[src/rtl/wb_arbiter_if.sv]
// wb_arbiter_if: bundles the write-back request side and the register-file
// write-back port of wb_arbiter.
//
// Valid/ready semantics: req_i[k] is unit k's "valid". gnt_o[k] is the
// same-cycle "ready". A transfer happens on the clk edge that ends a cycle
// with req_i[k] && gnt_o[k]. Until then, the unit holds req_i[k] and its
// req_r_i/req_data_i slices stable. It may drop or replace the request in
// the following cycle.
//
// Signals:
//   req_i      [N_REQ]        write-back request per unit
//   urgent_i   [N_REQ]        urgent qualifier (only meaningful with req_i)
//   req_r_i    [N_REQ*W_RD]   destination register, unit k at [k*W_RD +: W_RD]
//   req_data_i [N_REQ*W_OPR]  result data, unit k at [k*W_OPR +: W_OPR]
//   gnt_o      [N_REQ]        one-hot grant, combinational
//   wb_o                      registered write-back strobe
//   wb_r_o     [W_RD]         registered write-back register number
//   result_o   [W_OPR]        registered write-back data
//   wb_cnt_o   [16]           saturating count of write-backs
//   dbg_ptr_o  [W_PTR]        current round-robin pointer (debug visibility)
// Modports: slave = the arbiter, master = the units / register file side.
interface wb_arbiter_if #(
  parameter int N_REQ = 4,
  parameter int W_RD  = 4,
  parameter int W_OPR = 32,
  parameter int W_PTR = 2
);
  logic [N_REQ-1:0]       req_i;
  logic [N_REQ-1:0]       urgent_i;
  logic [N_REQ*W_RD-1:0]  req_r_i;
  logic [N_REQ*W_OPR-1:0] req_data_i;
  logic [N_REQ-1:0]       gnt_o;
  logic                   wb_o;
  logic [W_RD-1:0]        wb_r_o;
  logic [W_OPR-1:0]       result_o;
  logic [15:0]            wb_cnt_o;
  logic [W_PTR-1:0]       dbg_ptr_o;

  modport slave (
    input  req_i, urgent_i, req_r_i, req_data_i,
    output gnt_o, wb_o, wb_r_o, result_o, wb_cnt_o, dbg_ptr_o
  );

  modport master (
    output req_i, urgent_i, req_r_i, req_data_i,
    input  gnt_o, wb_o, wb_r_o, result_o, wb_cnt_o, dbg_ptr_o
  );
endinterface

[src/rtl/wb_arbiter.sv]
// wb_arbiter: shares the single register-file write-back port among N_REQ
// execution units that complete out of order.
//
// Each cycle, at most one request is granted, and the grant is combinational.
// Urgent requesters form the eligible set when any exist; otherwise all
// requesters do. Within that set, round-robin selection starts at the
// pointer. The granted register/data is registered onto the write-back port
// one cycle later.
//
// Ports:
//   clk  rising-edge clock
//   rst  synchronous active-high reset
//   bus  wb_arbiter_if.slave (requests in; grant and write-back port out)
module wb_arbiter #(
  parameter int N_REQ = 4,
  parameter int W_RD  = 4,
  parameter int W_OPR = 32,
  parameter int W_PTR = 2
) (
  input  logic            clk,
  input  logic            rst,
  wb_arbiter_if.slave     bus
);

  logic [W_PTR-1:0] ptr_q, ptr_d;
  logic             wb_q;
  logic [W_RD-1:0]  wb_r_q, wb_r_d;
  logic [W_OPR-1:0] result_q, result_d;
  logic [15:0]      wb_cnt_q, wb_cnt_d;

  logic [N_REQ-1:0] urg_req;
  logic [N_REQ-1:0] elig;
  logic [N_REQ-1:0] gnt;
  logic             found;
  logic             grant;
  logic [W_PTR-1:0] ptr_nxt;
  logic [W_RD-1:0]  sel_r;
  logic [W_OPR-1:0] sel_data;

  // Urgent requesters pre-empt the rotation entirely when any are present.
  assign urg_req = bus.req_i & bus.urgent_i;
  assign elig    = (urg_req != '0) ? urg_req : bus.req_i;

  // Round-robin scan as two passes, so no dynamic index is needed. The
  // first pass covers units at or above the pointer, and the second covers
  // units below it. The first hit wins, and its successor becomes the next
  // pointer.
  always_comb begin
    gnt      = '0;
    found    = 1'b0;
    ptr_nxt  = ptr_q;
    sel_r    = '0;
    sel_data = '0;
    for (int k = 0; k < N_REQ; k++) begin
      if (!found && elig[k] && (k >= int'(ptr_q))) begin
        found    = 1'b1;
        gnt[k]   = 1'b1;
        ptr_nxt  = W_PTR'((k + 1) % N_REQ);
        sel_r    = bus.req_r_i[k*W_RD +: W_RD];
        sel_data = bus.req_data_i[k*W_OPR +: W_OPR];
      end
    end
    for (int k = 0; k < N_REQ; k++) begin
      if (!found && elig[k] && (k < int'(ptr_q))) begin
        found    = 1'b1;
        gnt[k]   = 1'b1;
        ptr_nxt  = W_PTR'((k + 1) % N_REQ);
        sel_r    = bus.req_r_i[k*W_RD +: W_RD];
        sel_data = bus.req_data_i[k*W_OPR +: W_OPR];
      end
    end
  end

  // A reset cycle never grants, so a unit cannot believe a request was
  // consumed when the edge actually resets the arbiter.
  assign grant     = found && !rst;
  assign bus.gnt_o = rst ? '0 : gnt;

  always_comb begin
    ptr_d    = ptr_q;
    wb_r_d   = wb_r_q;
    result_d = result_q;
    wb_cnt_d = wb_cnt_q;
    if (grant) begin
      ptr_d    = ptr_nxt;
      wb_r_d   = sel_r;
      result_d = sel_data;
      if (wb_cnt_q != 16'hFFFF) wb_cnt_d = wb_cnt_q + 16'd1;
    end
  end

  always_ff @(posedge clk) begin
    if (rst) begin
      ptr_q    <= '0;
      wb_q     <= 1'b0;
      wb_r_q   <= '0;
      result_q <= '0;
      wb_cnt_q <= '0;
    end else begin
      ptr_q    <= ptr_d;
      wb_q     <= grant;
      wb_r_q   <= wb_r_d;
      result_q <= result_d;
      wb_cnt_q <= wb_cnt_d;
    end
  end

  assign bus.wb_o      = wb_q;
  assign bus.wb_r_o    = wb_r_q;
  assign bus.result_o  = result_q;
  assign bus.wb_cnt_o  = wb_cnt_q;
  assign bus.dbg_ptr_o = ptr_q;

endmodule

[src/flat_wrapper.sv]
// flat-port wrapper written by rule: the top's interface ports become plain ports
module wb_arbiter_flat 
#(
  parameter int N_REQ = 4,
  parameter int W_RD  = 4,
  parameter int W_OPR = 32,
  parameter int W_PTR = 2
)
  (clk, rst, bus_req_i, bus_urgent_i, bus_req_r_i, bus_req_data_i, bus_gnt_o, bus_wb_o, bus_wb_r_o, bus_result_o, bus_wb_cnt_o, bus_dbg_ptr_o);
  wb_arbiter_if #(.N_REQ(N_REQ), .W_RD(W_RD), .W_OPR(W_OPR), .W_PTR(W_PTR)) bus_i ();
  input  logic clk;
  input  logic rst;
  input wire logic [$bits(bus_i.req_i)-1:0] bus_req_i;
  input wire logic [$bits(bus_i.urgent_i)-1:0] bus_urgent_i;
  input wire logic [$bits(bus_i.req_r_i)-1:0] bus_req_r_i;
  input wire logic [$bits(bus_i.req_data_i)-1:0] bus_req_data_i;
  output wire logic [$bits(bus_i.gnt_o)-1:0] bus_gnt_o;
  output wire logic [$bits(bus_i.wb_o)-1:0] bus_wb_o;
  output wire logic [$bits(bus_i.wb_r_o)-1:0] bus_wb_r_o;
  output wire logic [$bits(bus_i.result_o)-1:0] bus_result_o;
  output wire logic [$bits(bus_i.wb_cnt_o)-1:0] bus_wb_cnt_o;
  output wire logic [$bits(bus_i.dbg_ptr_o)-1:0] bus_dbg_ptr_o;
  assign bus_i.req_i = bus_req_i;
  assign bus_i.urgent_i = bus_urgent_i;
  assign bus_i.req_r_i = bus_req_r_i;
  assign bus_i.req_data_i = bus_req_data_i;
  assign bus_gnt_o = bus_i.gnt_o;
  assign bus_wb_o = bus_i.wb_o;
  assign bus_wb_r_o = bus_i.wb_r_o;
  assign bus_result_o = bus_i.result_o;
  assign bus_wb_cnt_o = bus_i.wb_cnt_o;
  assign bus_dbg_ptr_o = bus_i.dbg_ptr_o;
  wb_arbiter #(.N_REQ(N_REQ), .W_RD(W_RD), .W_OPR(W_OPR), .W_PTR(W_PTR)) u_core (.clk(clk), .rst(rst), .bus(bus_i));
endmodule
[config.mk]
export PLATFORM = sky130hd
export DESIGN_NAME = wb_arbiter_flat
export DESIGN_NICKNAME = d
export VERILOG_FILES = /design/src/rtl/wb_arbiter_if.sv /design/src/rtl/wb_arbiter.sv /design/src/flat_wrapper.sv
export SDC_FILE = /design/constraint.sdc
export NUM_CORES = 1
export LEC_CHECK = 0
export ABC_AREA = 1
export BUFFER_PORTS_ARGS = -buffer_cell sky130_fd_sc_hd__buf_4
export CAP_MARGIN = 20
export CORE_MARGIN = 8
export CORE_UTILIZATION = 45
export CTS_CLUSTER_DIAMETER = 80
export DETAILED_ROUTE_END_ITERATION = 8
export GPL_TIMING_DRIVEN = 0
export PLACE_DENSITY = 0.76
export RECOVER_POWER = 25
export SYNTH_ARGS = -nofsm -noshare
export SYNTH_HDL_FRONTEND = slang
export SYNTH_SLANG_ARGS = --single-unit
[constraint.sdc]
create_clock -name clk -period 2.4 [get_ports clk]
set_input_delay 0.12 -clock clk [delete_from_list [all_inputs] [get_ports clk]]
set_output_delay 0.12 -clock clk [all_outputs]
set_load 0.01 [all_outputs]
==> results of run 1 <==
metrics by stage:
stage                     power, mW  setup WS [ns]  utilization  hold WS (ns)
final                          3.61          0.242        0.622        0.0785
after global routing           3.86          0.124        0.622        0.0867
after CTS                      3.67         0.0225        0.632        0.0763
after detailed placement       3.05         -0.194        0.621         0.424
after global placement         3.03         -0.195        0.621         0.409
after floorplan                2.26          0.599            -         0.312
critical path, stage by stage, from the launching register on:
cell	delay, ns
dfxtp_4	0.41
nor2_4	0.06
nand3_4	0.15
nand3_4	0.13
nor2_8	0.14
buf_8	0.16
nand3_4	0.11
buf_2	0.23
a21oi_1	0.16
buf_4	0.15
layout make-up:
class	count	area (sq um)
buffer	54	274
clock buffer	5	68.8
clock inverter	3	27.5
fill	1136	4060
inverter	109	409
multi-input combinational	674	3140
sequential	55	1110
tap	140	175
timing repair buffer	212	1490
logic make-up (layout without fill, tap and decap cells):
group,after synthesis,count (layout),share of synthesized area
simple gates,568,568,0.524
buf+inv,164,383,0.140
compound gates,104,104,0.108
flops,55,55,0.224
fa+ha+maj,1,1,0.00255
xor+xnor,1,1,0.00178
cells in the mapped netlist:
| master | count |
|---|---|
| nor3_1 | 2 |
| buf_8 | 1 |
| o21ai_2 | 2 |
| ha_1 | 1 |
| nand4_4 | 2 |
| nand4_1 | 38 |
| clkinv_1 | 1 |
| a21oi_1 | 41 |
| nand3b_1 | 1 |
| nor2_8 | 2 |
| buf_2 | 23 |
| o21ai_1 | 10 |
| nor2_2 | 1 |
| clkbuf_1 | 22 |
| dfxtp_1 | 55 |
| nand3_2 | 3 |
| nand2_1 | 175 |
| buf_4 | 4 |
| buf_1 | 3 |
| xor2_1 | 1 |
| buf_6 | 2 |
| o21bai_1 | 1 |
| inv_1 | 104 |
| nand2_2 | 7 |
| nor3b_1 | 1 |
| nor4_1 | 2 |
| inv_2 | 4 |
| nand2_4 | 2 |
| nor2_1 | 187 |
| o21ai_0 | 50 |
| nand3_4 | 2 |
| nand3_1 | 143 |
per-layer routing:
metal | part of all wire | GRT usage | up-vias
met1 | 0.41 | 0.333 | 2994
li1 | - | - | 3316
met3 | 0.10 | 0.0718 | 27
met4 | 0.018 | 0.0734 | 0
met2 | 0.47 | 0.451 | 353
met5 | 0 | 0 | -
power groups by stage:
| stage | Sequential (mW) | Combinational (mW) | Clock (mW) |
|---|---|---|---|
| finish | 1.15 | 1.86 | 0.603 |
| global placement | 1.16 | 1.87 | 0 |
| floorplan | 1.22 | 1.04 | 0 |
| detailed placement | 1.16 | 1.89 | 0 |
| global route | 1.16 | 2.06 | 0.644 |
| CTS | 1.15 | 1.91 | 0.609 |
sequential cells by signal, indices dropped and copies added, names as in the netlist:
signal                cells
u_core.bus.dbg_ptr_o      2
u_core.bus.result_o      32
u_core.bus.wb_cnt_o      16
u_core.bus.wb_o           1
u_core.bus.wb_r_o         4
timing repair:
item,4_1_cts,5_1_grt
buffers inserted,1,0
endpoints found under the setup margin,4,1
pin swaps,1,0
hold endpoints to repair,0,0
resized for setup,6,2
worst max-delay path by stage:
stage                         to                     from  slack (ns)  depth (start not counted)
floorplan           bus_gnt_o[0]  u_core.bus.dbg_ptr_o[1]        0.60                          8
global placement    bus_gnt_o[0]  u_core.bus.dbg_ptr_o[1]       -0.19                          9
detailed placement  bus_gnt_o[0]  u_core.bus.dbg_ptr_o[1]       -0.19                          9
CTS                 bus_gnt_o[0]  u_core.bus.dbg_ptr_o[1]        0.02                          9
global route        bus_gnt_o[1]  u_core.bus.dbg_ptr_o[1]        0.12                          9
finish              bus_gnt_o[1]  u_core.bus.dbg_ptr_o[1]        0.24                          9
==> impl_metrics.ini, run 1 <==
[power_and_ir_drop]
p_leak_nw = 3.51
irDropWorstVdd_uv = 293
sequentialPowerShare = 0.319
power_frac_comb = 0.514
net-switching-power_mw = 1.63
powerDensity_nw_per_um2 = 540
internal-power_mw = 1.98
p_clk_frac = 0.167
netSwitchingFraction = 0.452

[clocking]
cts_tree = yes
htreeDepth = 2
path_clk_slew_ns = 0.11
root_buffer = clkbuf_8
clk_path_buf_depth = 2
cts_inserted_buffers = 5
postCtsHoldBufs = 0
clock_latency_ns = 0.34
clock_sinks = 55

[finish]
layoutNonFillerInstCount = 1252
final_cell_area_sq_um = 6690
antenna_cells = 0
syn2layout_area_growth_pct = 36.2
final_nets = 1266
final_common_cell = buf_4
layout-drive-gt1-share = 0.225
layout_common_cells = buf_4, nor2_1, nand2_1, nand3_1, inv_1

[logic_synthesis]
yosysTopAreaCell = dfxtp_1
synth_top_area_frac = 0.224
syn_inst = 893
yosysWarnings = 0
synth-seq-cells = 55
avgSynthCellArea_sq_um = 5.50
synth_nets = 1048
synthesis.area_sq_um = 4910
synth_cell_types = 32
yosys-top-cells-area = dfxtp_1, nand3_1, nor2_1
ys_seq_area_frac = 0.224

[placement]
portBuffers = 211
dp.cells = 1244
dp_hpwl_um = 15600
place_congestion = 0.868
place_area_sq_um = 6670

[sta]
fin_crit_sh = 0.899
hold_violations = 0
max_freq_ghz = 0.463
finalMaxSlewViolations = 0
finalClockSkew_ns = 0.0158
slew_headroom = 0.582
tns_ns = 0
finalCriticalPeriod_ns = 2.16
setup_violations = 0
worst_pin_slew_ns = 0.626
rsz0062_at_grt = false

[critical_path]
r2r_slack_ns = 0.41
reg2reg_to = u_core.bus.wb_cnt_o[14]
r2r_cells = 11
cp_max_fo = 10
critPathLaunchType = register
crit_path_end_kind = primary output
cp.arrival_ns = 2.04
worstReg2RegStart = u_core.bus.wb_cnt_o[0]
required_ns = 2.28
worstSetupPathType = reg2out

[global_routing]
grt_pass1_vias = 6181
antenna_found_initial = 0
grt_max_degree = 20
track_usage = 0.269
grt_pass1_wl_um = 31700
grt_overflow = 0

[floorplan]
dieArea_sq_um = 14500
io_pins = 213
die_w_um = 120
core_sq_um = 10700
rows = 38
start_util = 0.457
die_h_um = 120

[routing]
drc = 0
dr.pass1.iters = 5
dr_total_vias = 6690
vias_per_cell = 5.34
ant_nets = 0
wire_per_inst_um = 16.3
drt_iter0_drc = 671
drt-total-wl_um = 20400

[run_status]
outcome = finished clean

[hold_path]
holdPathStages = 3
hold_path_end = u_core.bus.result_o[2]
hp-class = in2reg
min-delay-start = bus_req_data_i[2]

[job]
cap_violations = 0
No activity file was read; power rests on OpenSTA's default activity.
==> run 2: changes to the inputs <==
- PLACE_DENSITY: 0.76 -> unset
- PLACE_DENSITY_LB_ADDON: unset -> 0.15
==> run 2 against run 1 <==
Net effect:
- combinational power barely moved
- critical endpoint unchanged
- largest power group unchanged
- critical path type unchanged
- critical path depth did not move
- first-iteration DRC count fell by 4.9%
- hold slack got worse by 0.00093 ns
==> impl_metrics.ini, run 2 (synthesis results as in run 1) <==
[run_status]
outcome = finished clean

[global_routing]
track_usage = 0.265
antenna_found_initial = 0
grt_overflow = 0
grt_pass1_wl_um = 31600
grt_pass1_vias = 6424
grt_max_degree = 18

[placement]
dp_hpwl_um = 15500
place_congestion = 0.895
dp_slack_ns = -0.177
portBuffers = 211

[sta]
hold_violations = 0
finalCriticalPeriod_ns = 2.30
rsz0062_at_grt = false
slew_headroom = 0.593
finalMaxSlewViolations = 0
fin_crit_sh = 0.958
finalClockSkew_ns = 0.0115
timing.hold.ws_ns = 0.0776
worst_pin_slew_ns = 0.610
setup_ws_ns = 0.101
max_freq_ghz = 0.435
setup_violations = 0
tns_ns = 0

[clocking]
cts_tree = yes
clock_latency_ns = 0.34
clk_path_buf_depth = 2
cts_inserted_buffers = 5
htreeDepth = 2
root_buffer = clkbuf_8
path_clk_slew_ns = 0.11
clock_sinks = 55

[finish]
largest_reg_flops = 32
multi_input_area_sq_um = 3140
layout-drive-gt1-share = 0.222
final_nets = 1265
final_common_cell = buf_4
final_util = 0.623
seqCellArea_sq_um = 1110
fillCellCount = 1186
syn2layout_area_growth_pct = 36.4
antenna_cells = 0
layout_common_cells = buf_4, nor2_1, nand2_1, nand3_1, inv_1

[routing]
wire_per_inst_um = 15.9
dr_total_vias = 6633
dr.pass1.iters = 6
drt_iter0_drc = 638
ant_nets = 0
drt-total-wl_um = 20000
drc = 0
vias_per_cell = 5.30

[floorplan]
start_util = 0.457
dieArea_sq_um = 14500
rows = 38
die_w_um = 120
core_sq_um = 10700
io_pins = 213
die_h_um = 120

[critical_path]
critPathLaunchType = register
cp.arrival_ns = 2.18
required_ns = 2.28
worstSetupPathType = reg2out
cp_max_fo = 10
crit_path_end_kind = primary output

[power_and_ir_drop]
finalPower_mw = 3.66
irDropWorstVdd_uv = 287
powerDensity_nw_per_um2 = 547
p_leak_nw = 3.52

[hold_path]
hp-class = in2reg

[job]
cap_violations = 0
==> run 2: routing by layer <==
metal,track usage,part of all wire,vias to the layer above
met3,0.0695,0.10,37
li1,-,-,3318
met1,0.322,0.41,2941
met4,0.109,0.027,0
met2,0.437,0.46,337
met5,0,0,-
==> run 2: what timing repair did <==
action	in CTS	in global routing
gates resized for setup	5	2
hold buffers	0	0
endpoints found under the setup margin	5	2
endpoints found under the hold margin	0	0
setup buffers	0	0
==> run 2: worst paths after layout <==
check	start	to	slack (ns)	cells after the start
setup / recovery	u_core.bus.dbg_ptr_o[1]	bus_gnt_o[1]	0.10	9
hold / removal	bus_req_data_i[7]	u_core.bus.result_o[7]	0.08	3
hold reg to reg	u_core.bus.result_o[27]	u_core.bus.result_o[27]	0.48	2
setup reg to reg	u_core.bus.wb_cnt_o[0]	u_core.bus.wb_cnt_o[14]	0.43	11
==> run 2: layout make-up <==
| cell class | instances | share of cell area |
|---|---|---|
| Clock inverter | 2 | 0.00579 |
| Tap cell | 140 | 0.0262 |
| Clock buffer | 6 | 0.0108 |
| Inverter | 109 | 0.0611 |
| Sequential cell | 55 | 0.165 |
| Buffer | 54 | 0.0406 |
| Timing Repair Buffer | 211 | 0.221 |
| Multi-Input combinational cell | 674 | 0.469 |
==> run 2: power by group <==
group / internal (mW) / switching, mW / total (mW)
sequential: 1.06 / 0.0918 / 1.15
combinational: 0.700 / 1.13 / 1.83
clock: 0.317 / 0.367 / 0.684
==> run 2: worst max-delay path, stage by stage (launching register included) <==
cell and delay, ns:
dfxtp_4 0.42, nor2_4 0.08, nand3_4 0.16, nand3_4 0.13, nor2_8 0.16, buf_8 0.16
nand3_4 0.11, buf_2 0.23, a21oi_1 0.23, buf_4 0.17
==> run 2: stage by stage <==
| stage | instance area, sq um | cells |
|---|---|---|
| after floorplan | 4910 | 893 |
| after global placement | 6670 | 1244 |
| after detailed placement | 6670 | 1244 |
| after CTS | 6790 | 1251 |
| after global routing | 6690 | 1251 |
| final | 6690 | 1251 |
==> run 3: changes to the inputs <==
--- a/config.mk
+++ b/config.mk
@@ -10,5 +10,5 @@
 export CAP_MARGIN = 20
 export CORE_MARGIN = 8
-export CORE_UTILIZATION = 45
+export CORE_UTILIZATION = 40
 export CTS_CLUSTER_DIAMETER = 80
 export DETAILED_ROUTE_END_ITERATION = 8
==> constraint.sdc (replaced) <==
create_clock -name clk -period 2.4 [get_ports clk]
set_input_delay 0.6 -clock clk [delete_from_list [all_inputs] [get_ports clk]]
set_output_delay 0.6 -clock clk [all_outputs]
set_load 0.01 [all_outputs]
==> run 3 against run 2 <==
Net effect:
- clock power is 17% higher
- fmax down 12%
- global-route usage down 1.9 points
- sequential power about the same
- worst setup slack got worse by 0.31 ns
- die area rose by 11%
- hold slack better by 0.40 ns
- first-iteration DRC count down 15%
- the flow now finishes with violations (setup timing)
==> impl_metrics.ini, run 3 (synthesis results as in run 1) <==
[run_status]
outcome = complete, but fails checks
violations = setup timing

[finish]
layoutNonFillerInstCount = 1289
layout_common_cells = buf_4, nor2_1, nand2_1, nand3_1, inv_1
syn2layout_area_growth_pct = 47.7
final_nets = 1296
largest_reg_flops = 32
layout-drive-gt1-share = 0.258
final_cell_area_sq_um = 7250
final_common_cell = buf_4
antenna_cells = 0
fillCellCount = 1248
final_util = 0.604

[critical_path]
critPathLaunchType = input pin
worstSetupPathType = in2out
required_ns = 1.80
cp_max_fo = 5
crit_path_end_kind = primary output
cp.arrival_ns = 2.01

[sta]
rsz0062_at_grt = true
setup_ws_ns = -0.210
max_freq_ghz = 0.383
finalMaxSlewViolations = 0
setup_violations = 4
slew_headroom = 0.476
finalCriticalPeriod_ns = 2.61
timing.hold.ws_ns = 0.474
worst_pin_slew_ns = 0.786
tns_ns = -0.608
hold_violations = 0
fin_crit_sh = 1.09
finalClockSkew_ns = 0.00405

[job]
cap_violations = 0

[global_routing]
track_usage = 0.247
grt_pass1_wl_um = 32400
grt_pass1_vias = 6365
grt_overflow = 0
grt_max_degree = 20
antenna_found_initial = 0

[hold_path]
hp-class = reg2reg

[routing]
dr_total_vias = 6626
dr.pass1.iters = 5
ant_nets = 0
drt-total-wl_um = 21100
drt_iter0_drc = 545
drc = 0
wire_per_inst_um = 16.4
vias_per_cell = 5.14

[floorplan]
rows = 40
start_util = 0.409
die_w_um = 127
dieArea_sq_um = 16100
io_pins = 213
die_h_um = 127
core_sq_um = 12000

[clocking]
postCtsHoldBufs = 0
clk_path_buf_depth = 2
clock_latency_ns = 0.31
root_buffer = clkbuf_16
clock_sinks = 55
cts_inserted_buffers = 5
cts_tree = yes
htreeDepth = 2
path_clk_slew_ns = 0.08

[power_and_ir_drop]
power_frac_comb = 0.515
finalPower_mw = 4.03
p_leak_nw = 3.77
sequentialPowerShare = 0.286
irDropWorstVdd_uv = 288
netSwitchingFraction = 0.430
powerDensity_nw_per_um2 = 555
p_clk_frac = 0.199
internal-power_mw = 2.30
net-switching-power_mw = 1.73

[placement]
dp_hpwl_um = 15500
place_area_sq_um = 6790
place_congestion = 0.856
dp.cells = 1251
dp_slack_ns = -0.514
portBuffers = 211
run 3: cell types whose count changed in the layout (fill, tap and decap cells not counted), sizes merged:
cell,delta
buf,+33
bufinv,-1
clkbuf,-3
clkinv,+1
clkinvlp,+1
run 3: final cells by class:
type,instances,area [sq um],share of cell area
multi-input cells,674,3320,0.457
clock inverters,3,25.0,0.00345
well taps,147,184,0.0254
repair buffers,248,1810,0.249
inverters,109,424,0.0585
clock buffers,5,125,0.0173
flip-flops and latches,55,1100,0.152
plain buffers,48,267,0.0367
run 3: layer usage:
metal | wire [um] | up-vias | track usage
li1 | - | 3369 | -
met1 | 8780 | 2958 | 0.291
met2 | 10000 | 273 | 0.420
met3 | 2050 | 26 | 0.0867
met4 | 293 | 0 | 0.0567
met5 | 0 | - | 0
run 3: repair_timing:
| item | CTS | global route |
|---|---|---|
| setup buffers | 15 | 22 |
| resized for setup | 25 | 33 |
| setup endpoints to repair | 4 | 19 |
| pin swaps | 14 | 10 |
run 3: final timing paths:
| path | from | endpoint | slack, ns | cells after the start |
|---|---|---|---|---|
| max | bus_req_i[3] | bus_gnt_o[2] | -0.21 | 12 |
| max reg2reg | u_core.bus.dbg_ptr_o[1] | u_core.bus.result_o[6] | 0.12 | 11 |
| min | u_core.bus.wb_r_o[3] | u_core.bus.wb_r_o[3] | 0.47 | 2 |
| min reg2reg | u_core.bus.wb_r_o[3] | u_core.bus.wb_r_o[3] | 0.47 | 2 |
run 3: power groups by stage:
stage / Sequential, mW / Clock, mW / Combinational, mW
floorplan: 1.22 / 0 / 1.07
global placement: 1.16 / 0 / 1.92
detailed placement: 1.17 / 0 / 1.93
CTS: 1.15 / 0.823 / 2.00
global route: 1.17 / 0.853 / 2.27
finish: 1.15 / 0.803 / 2.07
run 3: critical path, cell delays in order:
cell	delay, ns
buf_8	0.11
nand2_8	0.09
nand2_8	0.07
nor2_8	0.18
nand2_4	0.08
nand3_2	0.09
nand3_4	0.11
nor2_8	0.15
buf_8	0.13
nand4_4	0.12
a21oi_4	0.16
buf_6	0.12
